==> src/rtl/spi_frame_if_if.sv <==
// Core-side handshake of the SPI frame block: angle out to the CORDIC core, results back.
// The master side is the SPI frame block and the slave side is the CORDIC core.
interface spi_frame_if_if #(
  parameter int DATA_WIDTH_CORDIC = 16
);
  logic [DATA_WIDTH_CORDIC-1:0] o_angle;
  logic                         o_angle_valid;
  logic                         i_core_ready;
  logic [DATA_WIDTH_CORDIC-1:0] i_cos;
  logic [DATA_WIDTH_CORDIC-1:0] i_sin;
  logic                         i_result_valid;

  modport master (
    output o_angle, o_angle_valid,
    input  i_core_ready, i_cos, i_sin, i_result_valid
  );

  modport slave (
    input  o_angle, o_angle_valid,
    output i_core_ready, i_cos, i_sin, i_result_valid
  );
endinterface

==> src/rtl/spi_frame_if.sv <==
// SPI mode-0 slave framing: receives a 32-bit frame whose top 16 bits are a CORDIC angle,
// and shifts the last buffered {cos,sin} result back out on miso during the same frame.
module spi_frame_if #(
  parameter int DATA_WIDTH_SPI    = 8,
  parameter int DATA_WIDTH_CORDIC = 16
) (
  input  logic i_clk,
  input  logic rst_n,
  input  logic sclk,
  input  logic mosi,
  input  logic cs_n,
  output logic miso,
  output logic data_ready,
  output logic o_overrun,
  spi_frame_if_if.master core
);

  localparam int         FRAME_BITS = 4 * DATA_WIDTH_SPI;
  localparam int         TX_BITS    = 2 * DATA_WIDTH_CORDIC;
  localparam logic [5:0] ANGLE_LAST = 6'(DATA_WIDTH_CORDIC - 1);
  localparam logic [5:0] FRAME_LAST = 6'(FRAME_BITS - 1);

  typedef enum logic [1:0] {IDLE, RX, HOLD} state_t;

  state_t state, state_next;

  logic [2:0] sclk_sync;
  logic [1:0] mosi_sync;
  logic [2:0] cs_sync;
  logic [1:0] sample_vld;
  logic       armed;

  logic [5:0]                   bit_cnt;
  logic [DATA_WIDTH_CORDIC-1:0] rx_reg;
  logic [TX_BITS-1:0]           tx_reg;
  logic [TX_BITS-1:0]           result_buf;
  logic [DATA_WIDTH_CORDIC-1:0] angle_q;
  logic                         angle_valid_q;

  logic sclk_rise, sclk_fall, cs_fall, cs_rise;

  // cs_n falls are only honoured once a genuinely sampled high has been seen, so a reset
  // released mid-frame (cs_n still low) waits for the next full cs_n cycle.
  always_ff @(posedge i_clk or negedge rst_n) begin
    if (!rst_n) begin
      sclk_sync  <= 3'b000;
      mosi_sync  <= 2'b00;
      cs_sync    <= 3'b111;
      sample_vld <= 2'b00;
      armed      <= 1'b0;
    end else begin
      sclk_sync  <= {sclk_sync[1:0], sclk};
      mosi_sync  <= {mosi_sync[0], mosi};
      cs_sync    <= {cs_sync[1:0], cs_n};
      sample_vld <= {sample_vld[0], 1'b1};
      armed      <= armed | (sample_vld[1] & cs_sync[1]);
    end
  end

  assign sclk_rise = sclk_sync[1] & ~sclk_sync[2];
  assign sclk_fall = ~sclk_sync[1] & sclk_sync[2];
  assign cs_fall   = armed & cs_sync[2] & ~cs_sync[1];
  assign cs_rise   = cs_sync[1] & ~cs_sync[2];

  always_ff @(posedge i_clk or negedge rst_n) begin
    if (!rst_n) state <= IDLE;
    else        state <= state_next;
  end

  always_comb begin
    state_next = state;
    case (state)
      IDLE: if (cs_fall) state_next = RX;
      RX: begin
        if (cs_rise)                                  state_next = IDLE;
        else if (sclk_rise && bit_cnt == FRAME_LAST) state_next = HOLD;
      end
      HOLD: if (cs_rise) state_next = IDLE;
      default: state_next = IDLE;
    endcase
  end

  // A fall with bit_cnt still 0 precedes any rise and must not consume the first tx bit.
  // tx is cleared on the final rise so miso idles low while the master finishes the frame.
  always_ff @(posedge i_clk or negedge rst_n) begin
    if (!rst_n) begin
      bit_cnt       <= '0;
      rx_reg        <= '0;
      tx_reg        <= '0;
      result_buf    <= '0;
      angle_q       <= '0;
      angle_valid_q <= 1'b0;
      data_ready    <= 1'b0;
      o_overrun     <= 1'b0;
    end else begin
      angle_valid_q <= 1'b0;

      if (core.i_result_valid) begin
        result_buf <= {core.i_cos, core.i_sin};
        data_ready <= 1'b1;
      end

      if (state == IDLE && cs_fall) begin
        bit_cnt    <= '0;
        tx_reg     <= core.i_result_valid ? {core.i_cos, core.i_sin} : result_buf;
        data_ready <= 1'b0;
      end else if (state == RX && !cs_rise) begin
        if (sclk_rise) begin
          bit_cnt <= bit_cnt + 6'd1;
          if (bit_cnt <= ANGLE_LAST)
            rx_reg <= {rx_reg[DATA_WIDTH_CORDIC-2:0], mosi_sync[1]};
          if (bit_cnt == ANGLE_LAST) begin
            if (core.i_core_ready) begin
              angle_q       <= {rx_reg[DATA_WIDTH_CORDIC-2:0], mosi_sync[1]};
              angle_valid_q <= 1'b1;
            end else begin
              o_overrun <= 1'b1;
            end
          end
          if (bit_cnt == FRAME_LAST)
            tx_reg <= '0;
        end else if (sclk_fall && bit_cnt != 6'd0) begin
          tx_reg <= {tx_reg[TX_BITS-2:0], 1'b0};
        end
      end
    end
  end

  assign core.o_angle       = angle_q;
  assign core.o_angle_valid = angle_valid_q;
  assign miso               = ~cs_sync[1] & tx_reg[TX_BITS-1];

endmodule

==> src/flat_wrapper.sv <==
// flat-port wrapper written by rule: the top's interface ports become plain ports
module spi_frame_if_flat 
#(
  parameter int DATA_WIDTH_SPI    = 8,
  parameter int DATA_WIDTH_CORDIC = 16
)
  (i_clk, rst_n, sclk, mosi, cs_n, miso, data_ready, o_overrun, core_o_angle, core_o_angle_valid, core_i_core_ready, core_i_cos, core_i_sin, core_i_result_valid);
  spi_frame_if_if #(.DATA_WIDTH_CORDIC(DATA_WIDTH_CORDIC)) core_i ();
  input  logic i_clk;
  input  logic rst_n;
  input  logic sclk;
  input  logic mosi;
  input  logic cs_n;
  output logic miso;
  output logic data_ready;
  output logic o_overrun;
  output wire logic [$bits(core_i.o_angle)-1:0] core_o_angle;
  output wire logic [$bits(core_i.o_angle_valid)-1:0] core_o_angle_valid;
  input wire logic [$bits(core_i.i_core_ready)-1:0] core_i_core_ready;
  input wire logic [$bits(core_i.i_cos)-1:0] core_i_cos;
  input wire logic [$bits(core_i.i_sin)-1:0] core_i_sin;
  input wire logic [$bits(core_i.i_result_valid)-1:0] core_i_result_valid;
  assign core_o_angle = core_i.o_angle;
  assign core_o_angle_valid = core_i.o_angle_valid;
  assign core_i.i_core_ready = core_i_core_ready;
  assign core_i.i_cos = core_i_cos;
  assign core_i.i_sin = core_i_sin;
  assign core_i.i_result_valid = core_i_result_valid;
  spi_frame_if #(.DATA_WIDTH_SPI(DATA_WIDTH_SPI), .DATA_WIDTH_CORDIC(DATA_WIDTH_CORDIC)) u_core (.i_clk(i_clk), .rst_n(rst_n), .sclk(sclk), .mosi(mosi), .cs_n(cs_n), .miso(miso), .data_ready(data_ready), .o_overrun(o_overrun), .core(core_i));
endmodule
==> config.mk <==
export PLATFORM = sky130hd
export DESIGN_NAME = spi_frame_if_flat
export DESIGN_NICKNAME = d
export VERILOG_FILES = /design/src/rtl/spi_frame_if_if.sv /design/src/rtl/spi_frame_if.sv /design/src/flat_wrapper.sv
export SDC_FILE = /design/constraint.sdc
export NUM_CORES = 1
export LEC_CHECK = 0
export BUFFER_PORTS_ARGS = -buffer_cell sky130_fd_sc_hd__buf_2
export CORE_ASPECT_RATIO = 1.5
export CORE_MARGIN = 5
export CORE_UTILIZATION = 62
export CTS_CLUSTER_SIZE = 10
export DETAILED_ROUTE_END_ITERATION = 16
export GPL_ROUTABILITY_DRIVEN = 0
export PLACE_DENSITY = 0.95
export SLEW_MARGIN = 15
export SYNTH_ARGS = -nofsm -noshare
export SYNTH_HDL_FRONTEND = slang
export SYNTH_SLANG_ARGS = --single-unit
==> constraint.sdc <==
create_clock -name i_clk -period 6.2 [get_ports i_clk]
set_input_delay 1.24 -clock i_clk [delete_from_list [all_inputs] [get_ports i_clk]]
set_output_delay 1.24 -clock i_clk [all_outputs]
set_load 0.01 [all_outputs]
Word level (Yosys, flattened, before mapping)
Cells that the tools add are included.
{"block": "word_totals", "register_bits": 117, "latchBits": 0, "elab_cells": 76, "ram_bits": 0, "memories": 0, "romBits": 0}
{"block": "classes", "div": 0, "eq_ne": 8, "n_reduce_logical": 17, "n_bitwise": 14, "multipliers": 0, "mux": 21, "n_lt_le_gt_ge": 1, "n_shift": 0, "n_addsub": 1}
{"op": "two-way mux 32 bit", "count": 6}
{"op": "two-way mux 6 bit", "count": 3}
{"op": "AND reduction 5 bit", "count": 2}
{"op": "two-way mux 2 bit", "count": 4}
{"op": "bitwise AND 1 bit", "count": 7}
{"op": "two-way mux 1 bit", "count": 7}
{"op": "adder 6 x 1 -> 6 bit, second input constant", "count": 1}
{"op": "== test 6 x 4 -> 1 bit, second input constant", "count": 1}
{"op": "== test 6 x 5 -> 1 bit, second input constant", "count": 1}
{"op": "less-or-equal comparator 6 x 4 -> 1 bit, second input constant", "count": 1}
{"op": "NOT 1 bit", "count": 6}
{"op": "one-hot mux 2 bit (3 select lines)", "count": 1}
{"op": "AND reduction 3 bit", "count": 2}
{"op": "nonzero test 2 bit", "count": 3}
{"op": "nonzero test 6 bit", "count": 1}
{"op": "logical AND 1 bit", "count": 4}
{"op": "!= test 2 x 1 -> 1 bit, second input constant", "count": 2}
{"op": "AND reduction 4 bit", "count": 1}
{"op": "!= test 3 x 1 -> 1 bit, second input constant", "count": 1}
{"op": "!= test 3 bit, second input constant", "count": 1}
{"op": "nonzero test 3 bit", "count": 1}
{"op": "== test 2 x 1 -> 1 bit, second input constant", "count": 1}
{"op": "== test 2 bit, second input constant", "count": 1}
{"op": "zero test 2 bit", "count": 1}
{"op": "other kinds (3)", "count": 3}

Logic depth before layout (Yosys ltp)
{"block": "depth", "ltp_word": 7, "mapped_depth": 6, "mapped_depth_nobuf": 5}

Least setup slack after synthesis
Ideal clock, no wire load.
{"block": "synth_path", "kind": "input -> register", "from": "input port core_i_result_valid", "to": "register u_core.tx_reg[11]", "setup_ps": 131, "required_time_ps": 6069, "path_slack_ps": 3717, "stages": 5, "arrival_ps": 2353, "n_path_buf": 2, "path_cell_list": "clkbuf_1 -> clkbuf_1 -> mux2_2 -> mux2i_1 -> mux2i_1"}
{"block": "synth_between", "elab_chain_len": 2}
{"element": "start, declared", "line_no": "flat_wrapper.sv:22", "rtl": "input wire logic [$bits(core_i.i_result_valid)-1:0] core_i_result_valid;"}
{"element": "two-way mux 32 bit", "line_no": "spi_frame_if.sv:105", "rtl": "tx_reg <= core.i_result_valid ? {core.i_cos, core.i_sin} : result_buf;"}
{"element": "two-way mux 32 bit", "line_no": "spi_frame_if.sv:103", "rtl": "if (state == IDLE && cs_fall) begin"}
{"element": "end signal, assigned", "line_no": "spi_frame_if.sv:105"}
{"element": "end signal, assigned", "line_no": "spi_frame_if.sv:123", "rtl": "tx_reg <= {tx_reg[TX_BITS-2:0], 1'b0};"}
{"element": "end, declared", "line_no": "spi_frame_if.sv:35", "rtl": "logic [TX_BITS-1:0] tx_reg;"}
No other way between the ends.
A chain may end at the register's enable or synchronous reset.

Worst setup path in the final report
{"block": "layout_path", "from": "register u_core.sclk_sync[2]", "to": "register u_core.angle_q[3], in the netlist u_core.core.o_angle[3]"}
{"block": "layout_between", "elab_chain_len": 3}
{"element": "start, declared", "line_no": "spi_frame_if.sv:27", "rtl": "logic [2:0] sclk_sync;"}
{"element": "start signal, assigned", "line_no": "spi_frame_if.sv:52", "rtl": "sclk_sync <= {sclk_sync[1:0], sclk};"}
{"element": "NOT 1 bit", "line_no": "spi_frame_if.sv:60", "rtl": "assign sclk_rise = sclk_sync[1] & ~sclk_sync[2];"}
{"element": "bitwise AND 1 bit", "line_no": "spi_frame_if.sv:60"}
{"element": "AND reduction 5 bit (no line)"}
{"element": "end signal, assigned", "line_no": "spi_frame_if.sv:114", "rtl": "angle_q <= {rx_reg[DATA_WIDTH_CORDIC-2:0], mosi_sync[1]};"}
{"element": "end, declared", "line_no": "spi_frame_if.sv:37", "rtl": "logic [DATA_WIDTH_CORDIC-1:0] angle_q;"}
No other way between the ends.

==> results.json <==
{
  "grt_max_degree": 68,
  "cts_num_sinks": 117,
  "cpPeakStageDelay_ns": 0.91,
  "cts_made_buffers": 17,
  "drive_gt1_share_pct": 36.2,
  "holdCritStartpoint": "u_core.sclk_sync[0]$_DFF_PN0_",
  "p_seq_share_pct": 43.4,
  "rsz0062_at_grt": "no",
  "wl_per_cell_um": 16.2,
  "final_min_period_over_clock_period_pct": 51.9,
  "rows": 40,
  "status": "completed",
  "die_h_um": 120,
  "leakage_nw": 2.97,
  "grt_first_pass_wirelength_um": 15300,
  "fin_crit_ns": 3.22,
  "critPathKind": "register to register",
  "worstHoldEndpoint": "u_core.sclk_sync[1]$_DFF_PN0_",
  "reg2reg_to": "u_core.core.o_angle[3]$_DFFE_PN0P_",
  "totalWireLength_um": 9000,
  "vdd_drop_max_v": 0.000228,
  "cap_violations": 0,
  "syn_avg_cell_area_um2": 13.3,
  "io_pins": 59,
  "worstMarginPinSlew_ns": 1.07,
  "switchingPower_uw": 522,
  "hold_class": "register to register",
  "async_flop_share_pct": 100,
  "vias": 2932,
  "rrSetupSlack_ns": 2.98,
  "syn-cell-area_um2": 5010,
  "ant_nets": 0,
  "finalSetupViolations": 0,
  "ys_types": 39,
  "htree_levels": 4,
  "post_cts_buffers": 0,
  "place_ws_ns": 2.64,
  "combPwrFrac_pct": 14.8,
  "synth_seq_cells": 117,
  "hold_buffers": 0,
  "required_ns": 6.48,
  "synth_edf_count": 0,
  "fp.coreArea_um2": 7960,
  "route.detailed.drc": 0,
  "clkLatencyLatePin_ns": 0.40,
  "met2_usage_pct": 33.2,
  "power_density_nw_per_um2": 362,
  "cts-root-buf": "clkbuf_16",
  "clk_pin_slew_ns": 0.05,
  "r2r_start": "u_core.sclk_sync[2]$_DFF_PN0_",
  "synth.mux.area_fraction_pct": 27.0,
  "grt-ovfl-total": 0,
  "setup_ws_ns": 2.98,
  "vias_per_cell": 5.28,
  "clock_power_share_pct": 41.9,
  "setup-tns-final_ns": 0,
  "timing.fmax_mhz": 311,
  "cp_data_arrival_time_ns": 3.50,
  "synthSimpleGateAreaFrac_pct": 6.47,
  "slowest_stage": "and2b_1",
  "cts_resized": 0,
  "fp.dieW_um": 83.4,
  "ys_warn_count": 0,
  "crit_chain": "and2b_1 > nand4_4 > nor4_4 > buf_6 > mux2_2",
  "switching_share_pct": 24.2,
  "finish.utilization_pct": 74.8,
  "globalRouteMet3Util_pct": 6.18,
  "fin_nets": 481,
  "cts_tree": "done",
  "die_area_um2": 10000,
  "p_int_mw": 1.63,
  "clockBufferDepth": 2,
  "ff2ff_path_depth": 5,
  "p_total_mw": 2.16,
  "path_max_fanout": 31,
  "n_antenna_cell": 0,
  "fin_skew_ns": 0.00727,
  "synth_fa_ha_area_share_pct": 0.500,
  "netlist_instances": 376,
  "hold_violations": 0,
  "area_growth_pct": 18.9,
  "place_hpwl_um": 5760,
  "grtUsageMet1_pct": 22.8,
  "slew_headroom_pct": 28.4,
  "grt_pass1_vias": 3154,
  "ys.flop_type": "dfrtp_1",
  "synth_xor_area_share_pct": 0.700,
  "critPathCaptureType": "register",
  "port_buffers": 58,
  "gr-usage-all-layers_pct": 19.5,
  "worstSetupStartpointType": "register",
  "synth-compound-area-share_pct": 2.12,
  "syn-num-nets": 417,
  "yosysSeqAreaShare_pct": 58.6,
  "worst_hold_path.num_cells": 0,
  "initial_utilization_pct": 62.9,
  "synth_top_family_by_area": "multiplexers",
  "firstDrtPassIters": 4,
  "slew_violations": 0,
  "grt_busiest_layer": "met2",
  "antenna_found_initial": 0,
  "drtIter0Drc": 169
}
[metrics by stage]
| stage | instances | cell area (µm²) | hold WS [ns] |
|---|---|---|---|
| finish | 555 | 5950 | 0.339 |
| global placement | 525 | 5380 | 0.332 |
| detailed placement | 525 | 5380 | 0.335 |
| CTS | 554 | 5940 | 0.341 |
| floorplan | 376 | 5010 | 0.331 |
| global route | 555 | 5950 | 0.358 |
[power by group through the flow]
| stage | combinational, mW | clock, mW | sequential, mW |
|---|---|---|---|
| finish | 0.319 | 0.903 | 0.935 |
| global route | 0.360 | 0.953 | 0.945 |
| CTS | 0.324 | 0.922 | 0.934 |
| detailed placement | 0.317 | 0 | 0.944 |
| global placement | 0.299 | 0 | 0.935 |
| floorplan | 0.240 | 0 | 0.927 |
[worst max-delay path by stage]
stage	start	to	slack, ns	cells past startpoint
floorplan	core_i_result_valid	u_core.tx_reg[11]$_DFFE_PN0P_	3.72	5
global placement	u_core.sclk_sync[2]$_DFF_PN0_	u_core.core.o_angle[5]$_DFFE_PN0P_	2.71	4
detailed placement	u_core.sclk_sync[2]$_DFF_PN0_	u_core.core.o_angle[15]$_DFFE_PN0P_	2.64	4
CTS	u_core.sclk_sync[2]$_DFF_PN0_	u_core.core.o_angle[3]$_DFFE_PN0P_	2.60	4
global route	u_core.sclk_sync[2]$_DFF_PN0_	u_core.core.o_angle[3]$_DFFE_PN0P_	2.80	5
finish	u_core.sclk_sync[2]$_DFF_PN0_	u_core.core.o_angle[3]$_DFFE_PN0P_	2.98	5
[critical path, delay by kind of cell (launching register included)]
kind	cells	cell delay, ns
flops	1	0.39
mux	1	0.36
buf+inv	1	0.26
simple gates	3	2.08
[cell usage in the layout, fill, tap and decap left out, types with 2 or more instances in the layout]
cell and count:
mux2_4 9, buf_4 4, clkinv_2 3, a21oi_1 2, nand4_1 2, a21boi_0 2
clkbuf_16 17, nand2_1 2, ha_1 2, nand3_1 2, mux2i_1 61, nor4_1 2
inv_1 37, clkbuf_1 2, dfrtp_1 114, mux2_2 54, nand2b_1 4, buf_2 57
nor2_1 38, o211ai_1 2, o22ai_1 2, clkbuf_8 6, dfstp_2 3, xnor2_1 3
[synthesized netlist by cell type (3+ instances only)]
library cell	number	area share [%]
buf_2	7	0.70
clkbuf_1	7	0.52
dfrtp_1	114	57
dfstp_2	3	1.6
inv_1	37	2.8
mux2_2	54	12
mux2_4	9	2.7
mux2i_1	61	12
nand2b_1	4	0.50
nor2_1	38	2.8
xnor2_1	3	0.52
[area by class of cell]
cell class	instances	area [µm²]
inverters	37	139
multi-input cells	205	1860
clock inverters	4	45.0
flip-flops and latches	117	2930
repair buffers	62	327
fillers	503	2010
well taps	105	131
clock buffers	25	515
[layer usage]
layer	wire length (µm)	share of wire (%)	vias to the layer above
li1	-	-	1386
met1	3650	41	1459
met2	4770	53	68
met3	422	4.7	19
met4	162	1.8	0
met5	0	0	-
[cells by family after synthesis]
family / count (synthesis)
other cells: 1
xor+xnor: 4
buf+inv: 54
mux: 124
compound gates: 14
fa+ha+maj: 2
simple gates: 60
flops: 117
No activity file was read; power rests on OpenSTA's default activity.
